`src/rtl/adder.sv`:
```
// Registered carry-lookahead adder: 4-bit lookahead groups feed a second-level
// lookahead unit, and {Cout, sum} is registered one clock after the inputs.
module adder #(
    parameter int unsigned WIDTH = 4
) (
    input  logic             clk,
    input  logic             rst_n,
    input  logic [WIDTH-1:0] be_add_number,
    input  logic [WIDTH-1:0] add_number,
    input  logic             Cin,
    output logic [WIDTH-1:0] sum,
    output logic             Cout
);

    localparam int unsigned NG = WIDTH / 4;

    logic [WIDTH-1:0] g;
    logic [WIDTH-1:0] p;
    logic [WIDTH-1:0] c;
    logic [NG-1:0]    grp_g;
    logic [NG-1:0]    grp_p;
    logic [NG:0]      grp_c;

    logic [WIDTH-1:0] sum_d;
    logic [WIDTH-1:0] sum_q;
    logic             cout_d;
    logic             cout_q;

    // Expanded sum-of-products carry into group k from Cin and groups 0..k-1.
    function automatic logic group_carry(
        input logic [NG-1:0] gg,
        input logic [NG-1:0] pp,
        input logic          ci,
        input int            k
    );
        logic acc;
        logic prod;
        acc = 1'b0;
        for (int j = 0; j < k; j++) begin
            prod = gg[j];
            for (int m = j + 1; m < k; m++) begin
                prod = prod & pp[m];
            end
            acc = acc | prod;
        end
        prod = ci;
        for (int m = 0; m < k; m++) begin
            prod = prod & pp[m];
        end
        return acc | prod;
    endfunction

    assign g = be_add_number & add_number;
    assign p = be_add_number ^ add_number;

    for (genvar k = 0; k < NG; k++) begin : g_grp
        localparam int unsigned B = 4 * k;

        assign c[B]     = grp_c[k];
        assign c[B + 1] = g[B]
                        | (p[B] & grp_c[k]);
        assign c[B + 2] = g[B + 1]
                        | (p[B + 1] & g[B])
                        | (p[B + 1] & p[B] & grp_c[k]);
        assign c[B + 3] = g[B + 2]
                        | (p[B + 2] & g[B + 1])
                        | (p[B + 2] & p[B + 1] & g[B])
                        | (p[B + 2] & p[B + 1] & p[B] & grp_c[k]);

        assign grp_g[k] = g[B + 3]
                        | (p[B + 3] & g[B + 2])
                        | (p[B + 3] & p[B + 2] & g[B + 1])
                        | (p[B + 3] & p[B + 2] & p[B + 1] & g[B]);
        assign grp_p[k] = p[B + 3] & p[B + 2] & p[B + 1] & p[B];
    end

    // Second-level lookahead; the top entry is the adder carry-out.
    always_comb begin
        grp_c = '0;
        for (int k = 0; k <= int'(NG); k++) begin
            grp_c[k] = group_carry(grp_g, grp_p, Cin, k);
        end
    end

    always_comb begin
        sum_d  = p ^ c;
        cout_d = grp_c[NG];
    end

    always_ff @(posedge clk) begin
        if (!rst_n) begin
            sum_q  <= '0;
            cout_q <= 1'b0;
        end else begin
            sum_q  <= sum_d;
            cout_q <= cout_d;
        end
    end

    assign sum  = sum_q;
    assign Cout = cout_q;

endmodule

```
`config.mk`:
```
export PLATFORM = sky130hd
export DESIGN_NAME = adder
export DESIGN_NICKNAME = d
export VERILOG_FILES = /design/src/rtl/adder.sv
export SDC_FILE = /design/constraint.sdc
export NUM_CORES = 1
export LEC_CHECK = 0
export ABC_AREA = 1
export CAP_MARGIN = 25
export CORE_AREA = 2 2 39 41
export DETAILED_ROUTE_END_ITERATION = 10
export DIE_AREA = 0 0 41 43
export GPL_ROUTABILITY_DRIVEN = 0
export MAX_ROUTING_LAYER = met4
export PLACE_DENSITY = 0.5
export SKIP_CTS_REPAIR_TIMING = 1
export SLEW_MARGIN = 40
export SYNTH_ARGS = -nofsm -noshare
export SYNTH_HDL_FRONTEND = slang
export SYNTH_SLANG_ARGS = --single-unit
```
`constraint.sdc`:
```
create_clock -name clk -period 1 [get_ports clk]
set_input_delay 0.15 -clock clk [delete_from_list [all_inputs] [get_ports clk]]
set_output_delay 0.15 -clock clk [all_outputs]
set_load 0.03 [all_outputs]
```
After elaboration in Yosys (flattened, before gate mapping)
Index checks and enable logic that the tools add are counted.
Word-level totals
  register bits after elaboration: 5
  bits in latches: 0
  memory bits (writable): 0
  bits of input ports: 11
  memories kept: 0
  memory bits (read-only): 0
  output and inout port bits: 5
  logic and storage cells: 31
Cells by class
  add/sub/neg operators: 0
  $mul: 0
  magnitude comparators: 0
  multiplexer cells: 0
  eq/ne operators: 0
  reductions and logical operators: 0
  div/mod/pow operators: 0
  shifts and indexed selects: 0
  bitwise logic cells: 29
Operators by type and width (number)
  bitwise AND 1 bit: 16
  bitwise OR 1 bit: 10
  XOR 4 bit: 2
  bitwise AND 4 bit: 1

Longest topological paths before layout
Gate-level depths: netlist of run 1.
  word-level depth: 6
  gate-level depth with buffers: 7
  mapped depth without buffers: 7

Least setup slack after synthesis of run 1
No wires, ideal clock.
  path type: input -> register
  start: in be_add_number[2]
  end: reg sum_q[3], in the netlist sum[3]
  cell stages on the path: 6
  buffers on the path: 0
  arrival: 869 ps
  library setup time: 115 ps
  required time: 885 ps
  slack: 16 ps
  path through: ha_1 -> or2_0 -> nand2_1 -> nand3_1 -> nand2_1 -> nor2_1
Between the ends
  word-level cells in the longest chain between the ends: 6
  elaborated cells between the ends (all ways): 11
  classes of those cells: bitwise (11)
Ends and longest elaborated chain
  from (decl): line 8  | input logic [WIDTH-1:0] be_add_number,
  XOR 4 bit: line 54  | assign p = be_add_number ^ add_number;
  bitwise AND 1 bit, on equally long branches: line 66, 67, 68
  bitwise OR 1 bit, or another cell as far along: line 66  | | (p[B + 2] & g[B + 1])
  bitwise OR 1 bit / bitwise AND 1 bit (equally long branches): line 67, 68
  bitwise OR 1 bit *: line 68  | | (p[B + 2] & p[B + 1] & p[B] & grp_c[k]);
  XOR 4 bit *: line 86  | sum_d = p ^ c;
  to (signal assigned): line 95  | sum_q <= sum_d;
  to (decl): line 25  | logic [WIDTH-1:0] sum_q;
Every way passes the cells marked *; elsewhere a longest branch is shown, timed or not.
A chain may end at the register's enable or synchronous reset.

Worst setup path in the final report of run 1
  start: in be_add_number[3]
  end: reg sum_q[3], in the netlist sum[3]
Between the ends
  word-level cells in the longest chain between the ends: 2
Ends and longest elaborated chain (line)
  XOR 4 bit: 54
  XOR 4 bit: 86
Every way passes these cells.

==> flow_summary.ini, run 1 <==
[critical_path]
critical-path-top-delay-family = buffers and inverters
path_depth = 6
path_cells = clkdlybuf4s50_1 -> ha_1 -> inv_2 -> nand3_1 -> nand2_1 -> nor2_1
path_class = in -> reg
slowest_delay_ns = 0.40
cp-end-kind = register
crit_path_top_delay_cell = clkdlybuf4s50_1
cp.required_ns = 1.13
cp.arrival_ns = 1.11
worst-path-buf-inv = 2
critPathLaunchType = input pin
critPathMaxFanout = 2

[floorplan]
core_um2 = 1384
die_w_um = 41
initial_utilization = 0.2134
row_count = 14
design.die.area_um2 = 1763
die_y_um = 43
ios = 16

[power_and_ir_drop]
peakVddDrop_uv = 259.3
p_per_area_nw_per_um2 = 1229
power_mw = 0.7163
power_leakage_nw = 0.3251

[route]
vias = 305
wirelength_um = 664
viasPerCell = 3.961
firstDrtPassIters = 3
drtAntennaViolNets = 0
routedWlPerCell_um = 8.623
drc_errors = 0
drt_iter0_markers = 10

[sta]
slew-limit-headroom = 0.8977
drv_slew = 0
fin_hold_ws_ns = 0.4191
setup_viol = 0
clock.fmax_ghz = 1.019
fin_crit_ns = 0.9813
worst_slew_pin_slew_ns = 0.1532
hold_viol_final = 0
post-route-period-util = 0.9813
tns_ns = 0
rsz0062_at_grt = yes

[cells_and_area]
areaGrowthSynthToFinish_pct = 97.46
drive_gt1_frac = 0.3607
fin_nets = 78
n_antenna_cell = 0

[yosys]
syn-cell-area_um2 = 295.3
synth_area_leaders = dfxtp_1 34%, ha_1 17%, nor2_1 8.9%, inv_1 7.6%, fa_1 6.8%
syn-num-nets = 54
synth-seq-area-share = 0.3390
synth_cell_type_count = 13
yosysWarningCount = 0
synth_enable_flop_cells = 0
yosysTopAreaCell = dfxtp_1
synth_ff_type = dfxtp_1
netlist_instances = 38
syn_avg_cell_area_um2 = 7.771
yosys.area.top_type_share = 0.3390
synth_common_cells = 7 x nor2_1, 6 x inv_1, 5 x dfxtp_1, 5 x nand2_1, 4 x ha_1
synth.most_common_cell = nor2_1
async_flop_share = 0
ys_seq_elements = 5

[job]
maxCapViolations = 0

[hold_path]
holdPathStages = 4
min_path_type = in -> reg

[placement]
dpl.hpwl_um = 505.5
io_buffers = 15

[clocking]
h-tree-depth = 1
cts_tree = built
cts_buffer_depth = 2
clkTransAtPathRegs_ns = 0.04
cts_root_buf = clkbuf_4
cts-buffers-inserted = 3
clock-sinks = 5

[grt]
overflow = 0
antenna_found_initial = 0
grt_pass1_vias = 272
grt_pass1_wl_um = 1041
grt_max_degree = 5
grt_usage = 0.08745

[status]
status = finished clean
==> through the flow <==
stage / worst slack [ns] / instances / cell area, um2 / util
after floorplan: 0.01646 / 38 / 295.3 / -
after global placement: -0.4365 / 73 / 483.0 / 0.3490
after detailed placement: -0.4426 / 73 / 483.0 / 0.3490
after CTS: -0.1991 / 77 / 509.2 / 0.3680
after global routing: -0.03918 / 77 / 583.1 / 0.4213
final: 0.01871 / 77 / 583.1 / 0.4213
==> cell families (layout without fill, tap and decap cells) <==
logic type | Yosys count | after routing | synth area share
and+or+nand+nor | 18 | 18 | 0.2670
buffers and inverters | 6 | 29 | 0.07627
adders and majority gates | 5 | 5 | 0.2373
DFF | 5 | 5 | 0.3390
AOI/OAI and AO/OA | 3 | 3 | 0.05083
xor gates and xnor gates | 1 | 1 | 0.02967
==> worst paths after layout <==
kind	slack, ns	to	start
worst min-delay path	0.42	sum[0]$_SDFF_PN0_	be_add_number[0]
worst max-delay path	0.02	sum[3]$_SDFF_PN0_	be_add_number[3]
==> flip-flops by register name, summed over array words and instances, names as in the netlist <==
name  flops
Cout      1
sum       4
==> routing by layer <==
| metal | part of all wire | routed length, um | track usage |
|---|---|---|---|
| met1 | 0.44 | 291 | 0.1222 |
| met2 | 0.48 | 316 | 0.1188 |
| met3 | 0.084 | 56 | 0 |
| met4 | 0 | 0 | 0.06000 |
| met5 | 0 | 0 | - |
==> final cells by class <==
cell class / count / area [um2]
flip-flops and latches: 5 / 100.1
clock buffers: 4 / 26.28
well taps: 16 / 20.02
repair buffers: 19 / 185.2
fillers: 138 / 800.8
inverters: 6 / 22.52
multi-input cells: 27 / 229.0
==> where the power goes <==
group	leakage, nW	internal (mW)	switching, mW
registers	0.0417	0.223	0.00503
clock network	0.0150	0.150	0.0770
logic	0.268	0.130	0.131
total	0.325	0.503	0.213
==> cells in the final DEF, fill, tap and decap left out, types with 2 or more instances in the layout <==
| master | Yosys | final |
|---|---|---|
| clkbuf_4 | 0 | 3 |
| inv_1 | 6 | 5 |
| buf_4 | 0 | 9 |
| dfxtp_1 | 5 | 5 |
| nand3_2 | 0 | 2 |
| nand2_2 | 1 | 2 |
| ha_4 | 0 | 3 |
| dlymetal6s2s_1 | 0 | 7 |
| nand2_1 | 5 | 4 |
| nor2_1 | 7 | 7 |
| clkdlybuf4s50_1 | 0 | 3 |
(Power assumes the default switching activity.)
==> run 2, diff against run 1 <==
--- a/config.mk
+++ b/config.mk
@@ -5,7 +5,6 @@
 export SDC_FILE = /design/constraint.sdc
 export NUM_CORES = 1
 export LEC_CHECK = 0
-export ABC_AREA = 1
 export CAP_MARGIN = 25
 export CORE_AREA = 2 2 39 41
 export DETAILED_ROUTE_END_ITERATION = 10
==> run 2 against run 1 <==
First-iteration DRC count is 100% lower. Core utilization down 2.1 points. Global-route usage grew 2.1 points. Combinational power is 2% lower. Final cell count is 13% lower. Critical path type unchanged. Largest cell class unchanged. Highest routed layer is now met4.
==> flow_summary.ini, run 2 <==
[critical_path]
cp-end-kind = register
slowest_delay_ns = 0.26
cp.arrival_ns = 1.07
critPathMaxFanout = 4
cp.required_ns = 1.13
worst-path-buf-inv = 1
crit_path_top_delay_cell = ha_4
path_cells = dlymetal6s2s_1 -> ha_4 -> a21o_4 -> nor3_1 -> nor3b_2
critPathLaunchType = input pin
path_class = in -> reg
critical-path-top-delay-family = simple AND/OR/NAND/NOR gates

[clocking]
cts_tree = built
cts-buffers-inserted = 3
clkTransAtPathRegs_ns = 0.04
h-tree-depth = 1
clock-sinks = 5
cts_root_buf = clkbuf_4
cts_buffer_depth = 2

[grt]
grt_usage = 0.1081
overflow = 0
grt_pass1_vias = 310
antenna_found_initial = 0
grt_max_degree = 5
grt_pass1_wl_um = 1221

[cells_and_area]
drive_gt1_frac = 0.4510
areaGrowthSynthToFinish_pct = 93.45
mostFrequentLayoutCell = buf_4
fin_nets = 68
final_cell_area_um2 = 554.3
multi_input_area_um2 = 242.7
largest_reg_flops = 4
n_antenna_cell = 0
final_cell_mix = 8 x buf_4, 5 x dfxtp_1
seq_area_um2 = 100.1
fillers = 148

[placement]
dpl.hpwl_um = 508.3
dp_slack_ns = -0.5339
post_dp_cell_area_um2 = 491.7
io_buffers = 15

[yosys]
synth_ff_type = dfxtp_1
async_flop_share = 0
syn_avg_cell_area_um2 = 9.880
yosysTopAreaCell = dfxtp_1
synth_area_leaders = dfxtp_1 35%, ha_1 17%, fa_1 7.0%, inv_1 5.2%, nor3b_2 4.4%
synth_common_cells = 5 x dfxtp_1, 4 x ha_1, 4 x inv_1
yosys.area.top_type_share = 0.3493
synth_cell_type_count = 16
syn-cell-area_um2 = 286.5
yosysWarningCount = 0
ys_seq_elements = 5
synth.most_common_cell = dfxtp_1
syn-num-nets = 45
synth-seq-area-share = 0.3493
netlist_instances = 29
synth_enable_flop_cells = 0

[route]
drc_errors = 0
drt_iter0_markers = 0
viasPerCell = 4.149
wirelength_um = 697
vias = 278
routedWlPerCell_um = 10.40
firstDrtPassIters = 1
drtAntennaViolNets = 0

[floorplan]
initial_utilization = 0.2071
ios = 16
die_y_um = 43
die_w_um = 41
row_count = 14
design.die.area_um2 = 1763
core_um2 = 1384

[sta]
drv_slew = 0
slew-limit-headroom = 0.8463
setup_ws_ns = 0.05772
setup_viol = 0
clock.fmax_ghz = 1.061
fin_hold_ws_ns = 0.3052
post-route-period-util = 0.9423
hold_viol_final = 0
fin_crit_ns = 0.9423
worst_slew_pin_slew_ns = 0.2288

[hold_path]
min_path_type = in -> reg

[power_and_ir_drop]
peakVddDrop_uv = 300.3
power_leakage_nw = 0.2919
p_per_area_nw_per_um2 = 1301

[status]
status = finished clean

[job]
maxCapViolations = 0
==> run 2: power breakdown <==
group          switching, mW  internal, mW
logic                  0.127         0.130
registers            0.00530         0.223
clock network         0.0853         0.151
total                  0.218         0.504
==> run 2: area by class of cell <==
cell class / count / area share
Multi-Input combinational cell: 20 / 0.4379
Sequential cell: 5 / 0.1806
Timing Repair Buffer: 18 / 0.2709
Inverter: 4 / 0.02709
Tap cell: 16 / 0.03612
Clock buffer: 4 / 0.04740
==> run 2: stage by stage <==
| stage | utilization | total power [mW] | cells | TNS (ns) |
|---|---|---|---|---|
| final | 0.4005 | 0.7211 | 67 | 0 |
| after CTS | 0.3743 | 0.7183 | 67 | -1.081 |
| after global placement | 0.3553 | 0.4646 | 63 | -2.295 |
| after floorplan | - | 0.3590 | 29 | 0 |
| after global routing | 0.4005 | 0.7773 | 67 | -0.01964 |
| after detailed placement | 0.3553 | 0.4684 | 63 | -2.391 |
==> run 2: worst min-delay path: cells and delay by family <==
family | cells | cell delay (ns)
adder cells (fa/ha/maj) | 1 | 0.14
buffers and inverters | 1 | 0.13
AO/OA/AOI/OAI | 1 | 0.06
AND/OR/NAND/NOR | 1 | 0.03
==> run 2: kinds of logic (layout without fill, tap and decap cells) <==
family / Yosys count / count (layout) / share of synthesized area
AOI/OAI and AO/OA: 5 / 5 / 0.1310
xor gates and xnor gates: 1 / 1 / 0.03057
and+or+nand+nor: 8 / 8 / 0.1572
DFF: 5 / 5 / 0.3494
muxes: 1 / 1 / 0.03494
adders and majority gates: 5 / 5 / 0.2446
buffers and inverters: 4 / 26 / 0.05239
==> run 2: path summary, 6_finish.rpt <==
path	from	endpoint	slack [ns]	depth (start not counted)
min	add_number[3]	Cout$_SDFF_PN0_	0.31	4
max	be_add_number[1]	sum[2]$_SDFF_PN0_	0.06	5
==> run 2: metal layers <==
metal / share of wire / vias to the layer above / GRT usage
met4: 0.036 / 0 / 0.1000
met2: 0.50 / 13 / 0.1438
li1: - / 141 / -
met3: 0.075 / 4 / 0.03141
met1: 0.38 / 120 / 0.1226
met5: 0 / - / -
==> run 3, diff against run 2 <==
--- a/config.mk
+++ b/config.mk
@@ -5,14 +5,17 @@
 export SDC_FILE = /design/constraint.sdc
 export NUM_CORES = 1
 export LEC_CHECK = 0
+export ABC_CLOCK_PERIOD_IN_PS = 1000
 export CAP_MARGIN = 25
 export CORE_AREA = 2 2 39 41
 export DETAILED_ROUTE_END_ITERATION = 10
 export DIE_AREA = 0 0 41 43
 export GPL_ROUTABILITY_DRIVEN = 0
+export HOLD_SLACK_MARGIN = 0.02
 export MAX_ROUTING_LAYER = met4
 export PLACE_DENSITY = 0.5
 export SKIP_CTS_REPAIR_TIMING = 1
+export SKIP_LAST_GASP = 1
 export SLEW_MARGIN = 40
 export SYNTH_ARGS = -nofsm -noshare
 export SYNTH_HDL_FRONTEND = slang
==> results of run 3 <==
The final DEF is identical to that of run 2; final timing and power are the same.
==> variant (config.mk and constraints of run 1) <==
Reset style: asynchronous (`rst_n`), changed in one clocked block.
--- a/src/rtl/adder.sv
+++ b/src/rtl/adder.sv
@@ -89,3 +89,3 @@
 
-    always_ff @(posedge clk) begin
+    always_ff @(posedge clk or negedge rst_n) begin
         if (!rst_n) begin
Formal check against the unedited RTL: differs if rst_n is asserted again (counterexample within 4 cycles, from zero or initial values and one cycle with rst_n low); with rst_n held inactive, the same outputs for 10 cycles.
==> variant against run 1 <==
  * Area after synthesis increased by 6.4%
  * Utilization decreased by 0.72 points
  * Sequential power increased by 7%
  * Final area decreased by 1.7%
  * Routed wire length decreased by 4.1%
  * Count of clock-buffer cells in the layout unchanged
  * Power increased by 6.0%
  * Sequential cell count unchanged
  * Cell count decreased by 2.6%
  * Setup slack improved by 0.026 ns
  * Critical endpoint is now Cout$_DFF_PN0_
  * Highest routed layer is now met4
==> variant: results <==
[power_and_ir_drop]
p_sw_uw = 239
peakVddDrop_uv = 297
p_leak_uw = 0.000342

[worst_hold_path]
hold_path_class = "input port to async pin"

[yosys]
synth_nets = 52
syn_avg_cell_area_sq_um = 8.72
synth-warning-count = 0
yosys-top-cells-count = "nand2_1 (8), inv_1 (7), dfrtp_1 (5)"
seq_area_frac_synth_pct = 39.8
synth_cell_type_count = 12
synth_area_leaders = "dfrtp_1 (40%), ha_1 (16%), nand2_1 (9.6%)"
synthArstFlopShare_pct = 100
ys.flop_type = "dfrtp_1"

[cts]
cts.clk_slew.worst_paths_ns = 0.04
clock_path_buffers = 2
numCtsBuffers = 3
cts-root-buf = "clkbuf_4"
ctsHtreeMaxLevel = 1

[cells_and_area]
diodes = 0
drive_above_1_share_pct = 27.1
nFillCells = 137
nNetsFinal = 76
largest_register_ff_count = 4

[detailed_routing]
via_count = 312
vias_per_cell = 4.16
dr.pass1.iters = 2
drt_iter0_drc = 4
wirelength_um = 637

[placed_design]
hpwlAfterDp_um = 504
dp_slack_ns = -0.408
dp_cells = 71
dpl_cell_area_sq_um = 502
port-buffer-count = 15

[timing]
hold_viol = 0
slew_headroom_pct = 85.1

[outcome]
status = "finished, final reports clean"

[worst_setup_path]
critPathArrivalTime_ns = 1.08
path_max_fanout = 4

[global_routing]
grt_util_all_layers_pct = 8.03
grt_antenna_before_repair = 0
grt_pass1_wl_um = 862
first_global_vias = 252
grt_max_degree = 6
==> variant: cell type report <==
cell class / count / area [sq um] / share of cell area [%]
Multi-Input combinational cell: 24 / 190 / 33.2
Sequential cell: 5 / 125 / 21.8
Timing Repair Buffer: 19 / 185 / 32.3
Tap cell: 16 / 20.0 / 3.49
Inverter: 7 / 26.3 / 4.59
Clock buffer: 4 / 26.3 / 4.59
==> variant: final timing paths <==
path                                from  slack (ns)               end
min in group clk                     Cin        0.37  sum[0]$_DFF_PN0_
worst min-delay path               rst_n        0.13    Cout$_DFF_PN0_
max in group asynchronous          rst_n        0.68  sum[1]$_DFF_PN0_
worst max-delay path       add_number[3]        0.05    Cout$_DFF_PN0_
==> variant: cells by family after synthesis <==
family / share of synthesized area, %
fa+ha+maj: 22.3
xor+xnor: 2.79
compound gates: 1.59
simple gates: 25.1
flops: 39.8
buf+inv: 8.37
==> variant: power by group through the flow <==
| stage | Sequential (uW) | Combinational [uW] | Clock (uW) |
|---|---|---|---|
| global route | 245 | 312 | 259 |
| global placement | 245 | 276 | 0 |
| detailed placement | 247 | 278 | 0 |
| finish | 243 | 286 | 231 |
| CTS | 244 | 278 | 246 |
| floorplan | 314 | 82.8 | 0 |
==> variant: critical path: stages <==
cell	delay, ns
clkdlybuf4s50_1	0.51
ha_4	0.22
a21oi_1	0.13
nand2_1	0.07
==> variant: layer usage <==
metal | GRT usage [%] | part of all wire [%] | vias up | wire, um
met5 | - | 0 | - | 0
met4 | 10.0 | 1.4 | 0 | 9
met3 | 3.14 | 9.9 | 2 | 63
met2 | 11.3 | 51 | 11 | 322
met1 | 6.77 | 38 | 138 | 242
li1 | - | - | 161 | -
==> variant: metrics by stage <==
step	util (%)	power [uW]	TNS [ns]
detailed placement	36.3	524	-1.91
floorplan	-	397	0
global placement	36.3	521	-1.89
global route	41.4	816	0
CTS	38.2	767	-0.630
finish	41.4	760	0
